$ cat config.mk
export PLATFORM = sky130hd
export DESIGN_NAME = mag_compare_seq
export DESIGN_NICKNAME = d
export VERILOG_FILES = /design/src/rtl/cmp_pkg.sv /design/src/rtl/mag_cmp_core.sv /design/src/rtl/mag_compare_seq.sv
export SDC_FILE = /design/constraint.sdc
export NUM_CORES = 1
export LEC_CHECK = 0
export ABC_AREA = 1
export BUFFER_PORTS_ARGS = -buffer_cell sky130_fd_sc_hd__buf_2
export CORE_ASPECT_RATIO = 0.5
export CORE_MARGIN = 3
export CORE_UTILIZATION = 49
export DETAILED_ROUTE_END_ITERATION = 6
export PLACE_DENSITY_LB_ADDON = 0.25
export SYNTH_ARGS = -nofsm -noshare
export SYNTH_HDL_FRONTEND = slang
export SYNTH_SLANG_ARGS = --single-unit
$ cat constraint.sdc
create_clock -name clk -period 1.2 [get_ports clk]
set_input_delay 0.06 -clock clk [delete_from_list [all_inputs] [get_ports clk]]
set_output_delay 0.06 -clock clk [all_outputs]
set_load 0.1 [all_outputs]
$ cat src/rtl/cmp_pkg.sv
// Shared types and helpers for the sequential magnitude comparator.
package cmp_pkg;

    // One-hot compare outcome: bit2 = A>B, bit1 = A==B, bit0 = A<B.
    typedef enum logic [2:0] {
        CMP_LT = 3'b001,
        CMP_EQ = 3'b010,
        CMP_GT = 3'b100
    } cmp_res_t;

    // Output-register occupancy.
    typedef enum logic {
        ST_EMPTY,
        ST_FULL
    } cmp_state_t;

    // Increment that sticks at max instead of wrapping.
    function automatic logic [31:0] sat_inc(input logic [31:0] cnt, input logic [31:0] max);
        return (cnt >= max) ? cnt : cnt + 32'd1;
    endfunction

endpackage

$ cat src/rtl/mag_cmp_core.sv
// Combinational WIDTH-bit magnitude compare, unsigned or two's-complement.
module mag_cmp_core
    import cmp_pkg::*;
#(
    parameter int WIDTH  = 4,
    parameter int SIGNED = 0
) (
    input  logic [WIDTH-1:0] a,
    input  logic [WIDTH-1:0] b,
    output cmp_res_t         res
);

    localparam logic [WIDTH-1:0] MSB_MASK = {1'b1, {(WIDTH-1){1'b0}}};

    logic [WIDTH-1:0] a_key;
    logic [WIDTH-1:0] b_key;

    // Flipping the sign bit maps two's-complement onto offset binary, so one unsigned compare serves both modes.
    always_comb begin
        a_key = (SIGNED != 0) ? (a ^ MSB_MASK) : a;
        b_key = (SIGNED != 0) ? (b ^ MSB_MASK) : b;
        if (a_key > b_key) begin
            res = CMP_GT;
        end else if (a_key == b_key) begin
            res = CMP_EQ;
        end else begin
            res = CMP_LT;
        end
    end

endmodule

$ cat src/rtl/mag_compare_seq.sv
// Pipelined magnitude comparator with valid/ready handshake and saturating statistics.
module mag_compare_seq
    import cmp_pkg::*;
#(
    parameter int WIDTH  = 4,
    parameter int SIGNED = 0,
    parameter int CNT_W  = 8
) (
    input  logic             clk,
    input  logic             rst_n,
    input  logic             in_valid,
    output logic             in_ready,
    input  logic [WIDTH-1:0] a,
    input  logic [WIDTH-1:0] b,
    input  logic             clear,
    output logic             out_valid,
    input  logic             out_ready,
    output logic [2:0]       result,
    output logic [CNT_W-1:0] gt_count,
    output logic [CNT_W-1:0] eq_count,
    output logic [CNT_W-1:0] lt_count,
    output logic [CNT_W-1:0] eq_streak
);

    localparam logic [CNT_W-1:0] CNT_MAX = '1;

    cmp_state_t       state_q,  state_d;
    logic [2:0]       result_q, result_d;
    logic [CNT_W-1:0] gt_q,  gt_d;
    logic [CNT_W-1:0] eq_q,  eq_d;
    logic [CNT_W-1:0] lt_q,  lt_d;
    logic [CNT_W-1:0] str_q, str_d;

    logic [CNT_W-1:0] gt_base, eq_base, lt_base, str_base;
    cmp_res_t         cmp_res;
    logic             accept;

    mag_cmp_core #(
        .WIDTH  (WIDTH),
        .SIGNED (SIGNED)
    ) u_core (
        .a   (a),
        .b   (b),
        .res (cmp_res)
    );

    assign in_ready  = (state_q == ST_EMPTY) || out_ready;
    assign accept    = in_valid && in_ready;
    assign out_valid = (state_q == ST_FULL);
    assign result    = result_q;
    assign gt_count  = gt_q;
    assign eq_count  = eq_q;
    assign lt_count  = lt_q;
    assign eq_streak = str_q;

    // Next-state: occupancy, result capture and statistics; clear zeroes the base before any accept update.
    always_comb begin
        state_d  = state_q;
        result_d = result_q;
        gt_base  = clear ? '0 : gt_q;
        eq_base  = clear ? '0 : eq_q;
        lt_base  = clear ? '0 : lt_q;
        str_base = clear ? '0 : str_q;
        gt_d     = gt_base;
        eq_d     = eq_base;
        lt_d     = lt_base;
        str_d    = str_base;

        if (accept) begin
            state_d  = ST_FULL;
            result_d = cmp_res;
            unique case (cmp_res)
                CMP_GT: begin
                    gt_d  = CNT_W'(sat_inc(32'(gt_base), 32'(CNT_MAX)));
                    str_d = '0;
                end
                CMP_EQ: begin
                    eq_d  = CNT_W'(sat_inc(32'(eq_base), 32'(CNT_MAX)));
                    str_d = CNT_W'(sat_inc(32'(str_base), 32'(CNT_MAX)));
                end
                default: begin
                    lt_d  = CNT_W'(sat_inc(32'(lt_base), 32'(CNT_MAX)));
                    str_d = '0;
                end
            endcase
        end else if ((state_q == ST_FULL) && out_ready) begin
            state_d = ST_EMPTY;
        end
    end

    // State, result and counter registers; async reset drops any pending result.
    always_ff @(posedge clk or negedge rst_n) begin
        if (!rst_n) begin
            state_q  <= ST_EMPTY;
            result_q <= '0;
            gt_q     <= '0;
            eq_q     <= '0;
            lt_q     <= '0;
            str_q    <= '0;
        end else begin
            state_q  <= state_d;
            result_q <= result_d;
            gt_q     <= gt_d;
            eq_q     <= eq_d;
            lt_q     <= lt_d;
            str_q    <= str_d;
        end
    end

endmodule

==> results of run 1 <==
==> power by group through the flow <==
stage / sequential [W] / combinational (W) / clock, W
floorplan: 0.00159 / 0.000257 / 0
global placement: 0.00131 / 0.000830 / 0
detailed placement: 0.00131 / 0.000849 / 0
CTS: 0.00128 / 0.000962 / 0.00123
global route: 0.00130 / 0.00111 / 0.00136
finish: 0.00130 / 0.00108 / 0.00131
==> area by class of cell <==
| cell class | count | share of cell area |
|---|---|---|
| clock buffer | 7 | 0.0237 |
| clock inverter | 1 | 0.00738 |
| inverter | 58 | 0.0578 |
| multi-input combinational | 231 | 0.358 |
| sequential | 36 | 0.240 |
| tap | 54 | 0.0166 |
| timing repair buffer | 118 | 0.296 |
==> worst max-delay path, delay by kind of cell (launching register included) <==
kind	cells	cell delay, ns
simple gates	6	1.18
flops	1	0.39
buf+inv	1	0.08
==> cells in the final DEF, fill, tap and decap left out, types with 2 or more instances in the layout <==
master	synthesis	routed
inv_1	55	51
dfrtp_1	36	3
clkbuf_8	0	7
buf_12	0	23
nand2_2	6	17
nand3_1	31	12
nand2_8	0	3
nor2_8	2	2
nor2_1	34	24
clkbuf_4	0	9
o21ai_2	0	5
nand3_4	0	2
buf_6	3	13
nand3_2	4	21
buf_4	1	51
dfrtp_4	0	13
nand4_1	8	8
inv_2	1	4
a21oi_1	3	3
nand2_4	1	3
inv_4	1	2
nor2_4	4	14
o21ai_1	3	9
o21ai_0	21	9
nor2_2	5	7
ha_1	4	4
nor3_1	4	4
dfrtp_2	0	20
nand2_1	96	80
buf_2	4	19
==> how the worst min path moves through the flow <==
stage                                        end  slack [ns]  cells after the start
final                      out_valid$_DFFE_PN0P_        0.21                      5
after global routing       out_valid$_DFFE_PN0P_        0.19                      5
after CTS                  eq_count[7]$_DFF_PN0_        0.16                      5
after detailed placement  eq_streak[5]$_DFF_PN0_        0.04                      2
after global placement    eq_streak[5]$_DFF_PN0_        0.04                      2
after floorplan            eq_count[4]$_DFF_PN0_       -0.24                      0
==> what timing repair did <==
| item | in CTS | in global routing |
|---|---|---|
| cloned | 3 | 0 |
| pin swaps | 13 | 7 |
| endpoints found under the hold margin | 36 | 0 |
| setup endpoints to repair | 33 | 48 |
| hold buffers | 1 | 0 |
| buffers inserted | 9 | 7 |
| resized for setup | 36 | 59 |
==> sequential cells by signal, indices dropped and copies added, names as in the netlist <==
register	flops
eq_count	8
eq_streak	8
gt_count	8
lt_count	8
result	3
out_valid	1
==> kinds of logic after synthesis <==
logic type	Yosys count
buffers and inverters	66
flip-flops	36
AND/OR/NAND/NOR	196
AO/OA/AOI/OAI	29
adder cells (fa/ha/maj)	4
==> per-layer routing <==
layer	routed length, um	global-route usage
met1	4110	0.427
met2	5660	0.640
met3	2090	0.106
met4	1530	0.297
met5	11	0
==> per-stage QoR <==
| step | utilization | TNS [ns] | setup WS [ns] | hold WS, ns |
|---|---|---|---|---|
| CTS | 0.909 | -3.85 | -0.186 | 0.164 |
| finish | 0.967 | -10.50 | -0.578 | 0.207 |
| floorplan | - | -11.20 | -0.434 | -0.236 |
| detailed placement | 0.818 | -6.42 | -0.285 | 0.0430 |
| global route | 0.967 | -12.78 | -0.635 | 0.188 |
| global placement | 0.818 | -4.66 | -0.203 | 0.0405 |
==> Yosys cell counts, drive strengths merged (3+ instances only) <==
cell type,instances
o21ai,24
nor3,4
nand3,35
nand2,103
buf,8
a21oi,3
inv,57
dfrtp,36
nor2,45
nand4,8
ha,4
==> out/results.tsv, run 1 <==
stage	metric	value	unit
run_status	outcome	finished, violations left	
run_status	violations	design-rule violations, negative setup slack	
synth	synth-adder-area-share	0.0216	
synth	synth_compound_area_frac	0.0649	
synth	synth_top_family_by_area	simple AND/OR/NAND/NOR gates	
power	p_total	0.00369	W
sta	timing_max_transition_violations_final	0	
route	num_vias	3491	
sta	finalCritPeriodShare	1.48	
critical_path	worst_r2r_path_depth	7	
cells_and_area	fin_nets	467	
route	drt-total-wl	13.4	mm
route	drtIter0Drc	558	
critical_path	arrival	1.97	ns
critical_path	slowest_delay	0.40	ns
power	cellPowerDensity	907	mW/mm^2
die	die_h	54.6	um
cells_and_area	multi_input_area	0.00146	mm^2
die	ios	50	
cells_and_area	n_fill_cell	83	
flow_run	drv_cap	0	
synth	ys_seq_elements	36	
power	power_frac_seq	0.353	
clock_tree	tritoncts	yes	
die	start_util	0.550	
global_routing	grt_overflow	0	
synth	synth_xor_area_frac	0	
cells_and_area	drive_above_1_share	0.534	
route	drt_first_pass_iters	7	
critical_path	crit_top_cell	nand2_1	
critical_path	crit_end	lt_count[7]$_DFF_PN0_	
route	drc	263	
clock_tree	numClockSinks	36	
clock_tree	h-tree-depth	2	
clock_tree	cts_buffers	5	
critical_path	reg2reg_slack	-0.58	ns
synth	synth-edff-count	0	
synth	syn_nets	348	
critical_path	critPathMaxFanout	3	
synth	synthDistinctLibCells	26	
critical_path	cp-startpoint	lt_count[5]$_DFF_PN0_	
sta	relSlewSlack	0.670	
sta	fmax	563	MHz
power	p_switching	0.00135	W
sta	min_period	1.78	ns
synth	postSynthAreaPerCell	6.99	um^2
critical_path	cpMaxStageDelayCell	nor3_1	
sta	layout_setup_ws	-0.578	ns
global_routing	antenna_found_initial	1	
die	coreArea	0.00420	mm^2
hold_path	hold_class	in2reg	
die	rows	16	
cells_and_area	antenna_cells	0	
synth	synthSimpleGateAreaFrac	0.402	
power	comb_power_share	0.293	
sta	final-setup-viol-count	47	
sta	worst_slew_pin_slew	0.499	ns
global_routing	grt_max_degree	37	
synth	yosysSeqAreaShare	0.389	
critical_path	start_kind	flop	
synth	netlist_top_cells_area	dfrtp_1, nand2_1, inv_1, nand3_1, nor2_1	
placed_design	placed_cells	480	
placed_design	dpl.hpwl	4.86	mm
route	ant_nets	0	
synth	synth_warnings	0	
power	vdd_drop_max	0.000797	V
synth	synth_mux_area_frac	0	
clock_tree	clk_pin_slew_worst_paths	0.09	ns
die	die_area	0.00563	mm^2
cells_and_area	seqCellArea	975	um^2
synth	synthArstFlopShare	1.00	
power	clockPowerShare	0.354	
global_routing	grt_pass1_vias	3004	
global_routing	grt_pass1_wl	15.7	mm
clock_tree	clock_latency	0.32	ns
route	wl_per_cell	26.5	um
synth	synthFlopType	dfrtp_1	
placed_design	postPlaceCellArea	0.00344	mm^2
cells_and_area	fin_area	0.00407	mm^2
placed_design	place.gp.congestion	0.837	
synth	syn-cell-area	0.00231	mm^2
route	drt-vias-per-instance	6.91	
synth	synth_top_area_cell	dfrtp_1	
clock_tree	ctsLongestPathBuffers	2	
hold_path	worstHoldStart	out_ready	
critical_path	r2r_start	lt_count[5]$_DFF_PN0_	
die	die_w	103	um
global_routing	grt_use_total	0.383	
clock_tree	clockRootBuffer	clkbuf_8	
power	switching_share	0.366	
critical_path	reg2reg_to	lt_count[7]$_DFF_PN0_	
power	p_leak	2.01	nW
sta	rsz0062_at_grt	yes	
sta	clock_skew	0.0134	ns
critical_path	critPathKind	reg2reg	
critical_path	path_cells	inv_1, nor2_1, nand2_1, nor3_1, nand2_1, nand2_1, nand3_2	
critical_path	cp-end-kind	flop	
critical_path	required	1.40	ns
power	intPower	0.00234	W
cells_and_area	stdcell_count	505	
sta	hold_viol	0	
synth	syn_inst	331	
synth	yosys.area.top_type_share	0.389	
cells_and_area	areaGrowthSynthToFinish	75.8	%
placed_design	io_buffers	49	
Note: power is estimated with default switching activity, not from simulation.
==> inputs of run 2 (changes only) <==
--- a/config.mk
+++ b/config.mk
@@ -7,11 +7,12 @@
 export LEC_CHECK = 0
 export ABC_AREA = 1
 export BUFFER_PORTS_ARGS = -buffer_cell sky130_fd_sc_hd__buf_2
+export CAP_MARGIN = 20
 export CORE_ASPECT_RATIO = 0.5
 export CORE_MARGIN = 3
 export CORE_UTILIZATION = 49
 export DETAILED_ROUTE_END_ITERATION = 6
-export PLACE_DENSITY_LB_ADDON = 0.25
+export PLACE_DENSITY = 0.75
 export SYNTH_ARGS = -nofsm -noshare
 export SYNTH_HDL_FRONTEND = slang
 export SYNTH_SLANG_ARGS = --single-unit
==> run 2 against run 1 <==
Net effect:
- the run ends with negative setup slack left
- die area is the same
- final cell count grew 0.40%
- critical path depth shrank 1
- utilization fell by 1.2 points
- highest routed layer is now met4
- sequential power barely moved
- combinational power hardly changed
- critical path type unchanged
- register-to-register slack better by 0.17 ns
- non-clock buffer count is 3 higher
- global-route usage shrank 12 points
- clock skew is 0.00060 ns higher
- largest power group is now sequential cells
- setup slack improved by 0.17 ns
- worst hold slack better by 0.035 ns
==> out/results.tsv, run 2 (synthesis gave the netlist of run 1 again) <==
stage	metric	value	unit	change
critical_path	critPathMaxFanout	5		+2
cells_and_area	finish.utilization	0.955		-0.0119
cells_and_area	antenna_cells	0		unchanged
power	p_switching	0.00126	W	-6.8%
clock_tree	ctsLongestPathBuffers	2		unchanged
critical_path	critPathBufInv	1		unchanged
cells_and_area	areaGrowthSynthToFinish	73.6	%	
sta	fmax	623	MHz	+11%
global_routing	grt_pass1_wl	11.3	mm	-28%
route	drt-total-wl	10.7	mm	-20%
die	ios	50		unchanged
run_status	violations	negative setup slack		
critical_path	required	1.42	ns	+0.02 ns
die	die_h	54.6	um	unchanged
cells_and_area	layout_common_cells	nand2_1, buf_4, inv_1		
sta	layout_setup_ws	-0.405	ns	+0.173 ns
clock_tree	cts_buffers	5		unchanged
critical_path	start_kind	flop		
route	wl_per_cell	21.2	um	-20%
clock_tree	numClockSinks	36		unchanged
hold_path	hold_class	in2async		
sta	min_period	1.60	ns	-0.173 ns
critical_path	crit_family	simple AND/OR/NAND/NOR gates		
critical_path	path_cells	nand2_2, nor2_2, nand3_1, inv_1, nand4_1, a21oi_1		
sta	hold_viol	0		unchanged
power	power_frac_seq	0.396		+0.043
run_status	outcome	finished, violations left		
sta	clock_skew	0.0140	ns	+0.000605 ns
route	drtIter0Drc	420		-25%
placed_design	placed_cells	481		+0.21%
power	p_leak	2.00	nW	about the same
sta	worst_slew_pin_slew	0.500	ns	+0.00156 ns
global_routing	grt_overflow	0		unchanged
sta	final-setup-viol-count	39		-17%
sta	whs	0.242	ns	+0.0350 ns
flow_run	drv_cap	0		unchanged
route	ant_nets	0		unchanged
global_routing	grt_max_degree	37		unchanged
clock_tree	clock_latency	0.31	ns	about the same
cells_and_area	drive_above_1_share	0.532		-0.00236
clock_tree	clk_pin_slew_worst_paths	0.09	ns	about the same
die	rows	16		unchanged
power	cellPowerDensity	813	mW/mm^2	-10%
global_routing	grt_use_total	0.265		-0.118
die	die_w	103	um	unchanged
power	clockPowerShare	0.283		-0.071
sta	relSlewSlack	0.669		-0.00103
critical_path	critPathKind	reg2reg		
clock_tree	tritoncts	yes		
cells_and_area	fin_nets	470		+0.64%
clock_tree	clockRootBuffer	clkbuf_8		
die	start_util	0.550		unchanged
die	die_area	0.00563	mm^2	unchanged
power	intPower	0.00201	W	-14%
die	coreArea	0.00420	mm^2	unchanged
cells_and_area	layout_commonest_cell	nand2_1		
power	comb_power_share	0.322		+0.029
cells_and_area	stdcell_count	507		+0.40%
power	p_total	0.00327	W	-11%
global_routing	grt_pass1_vias	2522		-16%
sta	setup_tns	-8.42	ns	+2.08 ns
global_routing	antenna_found_initial	0		-1
critical_path	cpMaxStageDelayCell	dfrtp_4		
sta	timing_max_transition_violations_final	0		unchanged
placed_design	place.gp.congestion	0.918		+9.6%
sta	finalCritPeriodShare	1.34		-0.144
critical_path	cp-end-kind	flop		
power	switching_share	0.385		+0.0191
route	drt-vias-per-instance	6.28		-9.2%
route	drt_first_pass_iters	5		-2
route	drc	0		-100%
clock_tree	h-tree-depth	2		unchanged
sta	rsz0062_at_grt	yes		
critical_path	slowest_delay	0.50	ns	+0.10 ns
placed_design	io_buffers	49		unchanged
critical_path	arrival	1.82	ns	-0.15 ns
placed_design	dpl.hpwl	4.74	mm	-2.6%
cells_and_area	n_fill_cell	106		+28%
power	vdd_drop_max	0.000650	V	-18%
route	num_vias	3184		-8.8%
## run 2: changes by cell type in the layout (fill, tap and decap cells not counted), moves of 5 or more
cell      delta
buf_2        +6
buf_4        +5
clkbuf_4     -6
nand3_2      -6
## run 2: area by class of cell
type	count	area, um^2	area share
multi-input cells	231	1460	0.364
inverters	58	235	0.0586
well taps	54	67.6	0.0168
clock inverters	1	5.00	0.00125
flip-flops and latches	36	975	0.243
repair buffers	121	1200	0.299
clock buffers	6	72.6	0.0181
## run 2: power by group through the flow
stage,sequential [W],combinational [W],clock [W]
2_1_floorplan,0.00159,0.000257,0
3_3_place_gp,0.00131,0.000838,0
3_5_place_dp,0.00131,0.000854,0
4_1_cts,0.00128,0.000885,0.000873
5_1_grt,0.00129,0.00109,0.000945
6_report,0.00129,0.00105,0.000923
## run 2: routing by layer
| metal | GRT usage | wire length (um) | vias to the layer above |
|---|---|---|---|
| met5 | 0 | 0 | - |
| li1 | - | - | 1274 |
| met2 | 0.481 | 4760 | 365 |
| met3 | 0.0560 | 1410 | 101 |
| met4 | 0.103 | 856 | 0 |
| met1 | 0.314 | 3720 | 1444 |
## run 2: repair_timing
item	4_1_cts	5_1_grt
gates resized for setup	20	72
gates cloned	1	2
buffers inserted	3	14
pin swaps	9	32
hold endpoints to repair	36	0
hold buffers	1	0
endpoints found under the setup margin	31	40
## run 2: final timing paths
check / cells after the start / slack, ns / endpoint / from
setup reg to reg: 6 / -0.40 / eq_streak[7]$_DFF_PN0_ / eq_streak[0]$_DFF_PN0_
min in group clk: 5 / 0.24 / eq_count[7]$_DFF_PN0_ / clear
hold / removal: 3 / 0.24 / eq_streak[5]$_DFF_PN0_ / rst_n
setup / recovery: 6 / -0.40 / eq_streak[7]$_DFF_PN0_ / eq_streak[0]$_DFF_PN0_
max in group asynchronous: 3 / 0.73 / gt_count[5]$_DFF_PN0_ / rst_n
hold reg to reg: 2 / 0.49 / result[0]$_DFFE_PN0P_ / result[0]$_DFFE_PN0P_
## run 2: worst reg2reg max path, cell delays in order, from the launching register on
cell,delay (ns)
dfrtp_4,0.50
nand2_2,0.11
nor2_2,0.19
nand3_1,0.18
inv_1,0.19
nand4_1,0.16
a21oi_1,0.20
## run 2: stage by stage
stage	worst slack (ns)	instance area, um^2
after floorplan	-0.434	2460
after global placement	-0.205	3450
after global routing	-0.663	4020
after detailed placement	-0.289	3450
final	-0.405	4020
after CTS	-0.164	3620
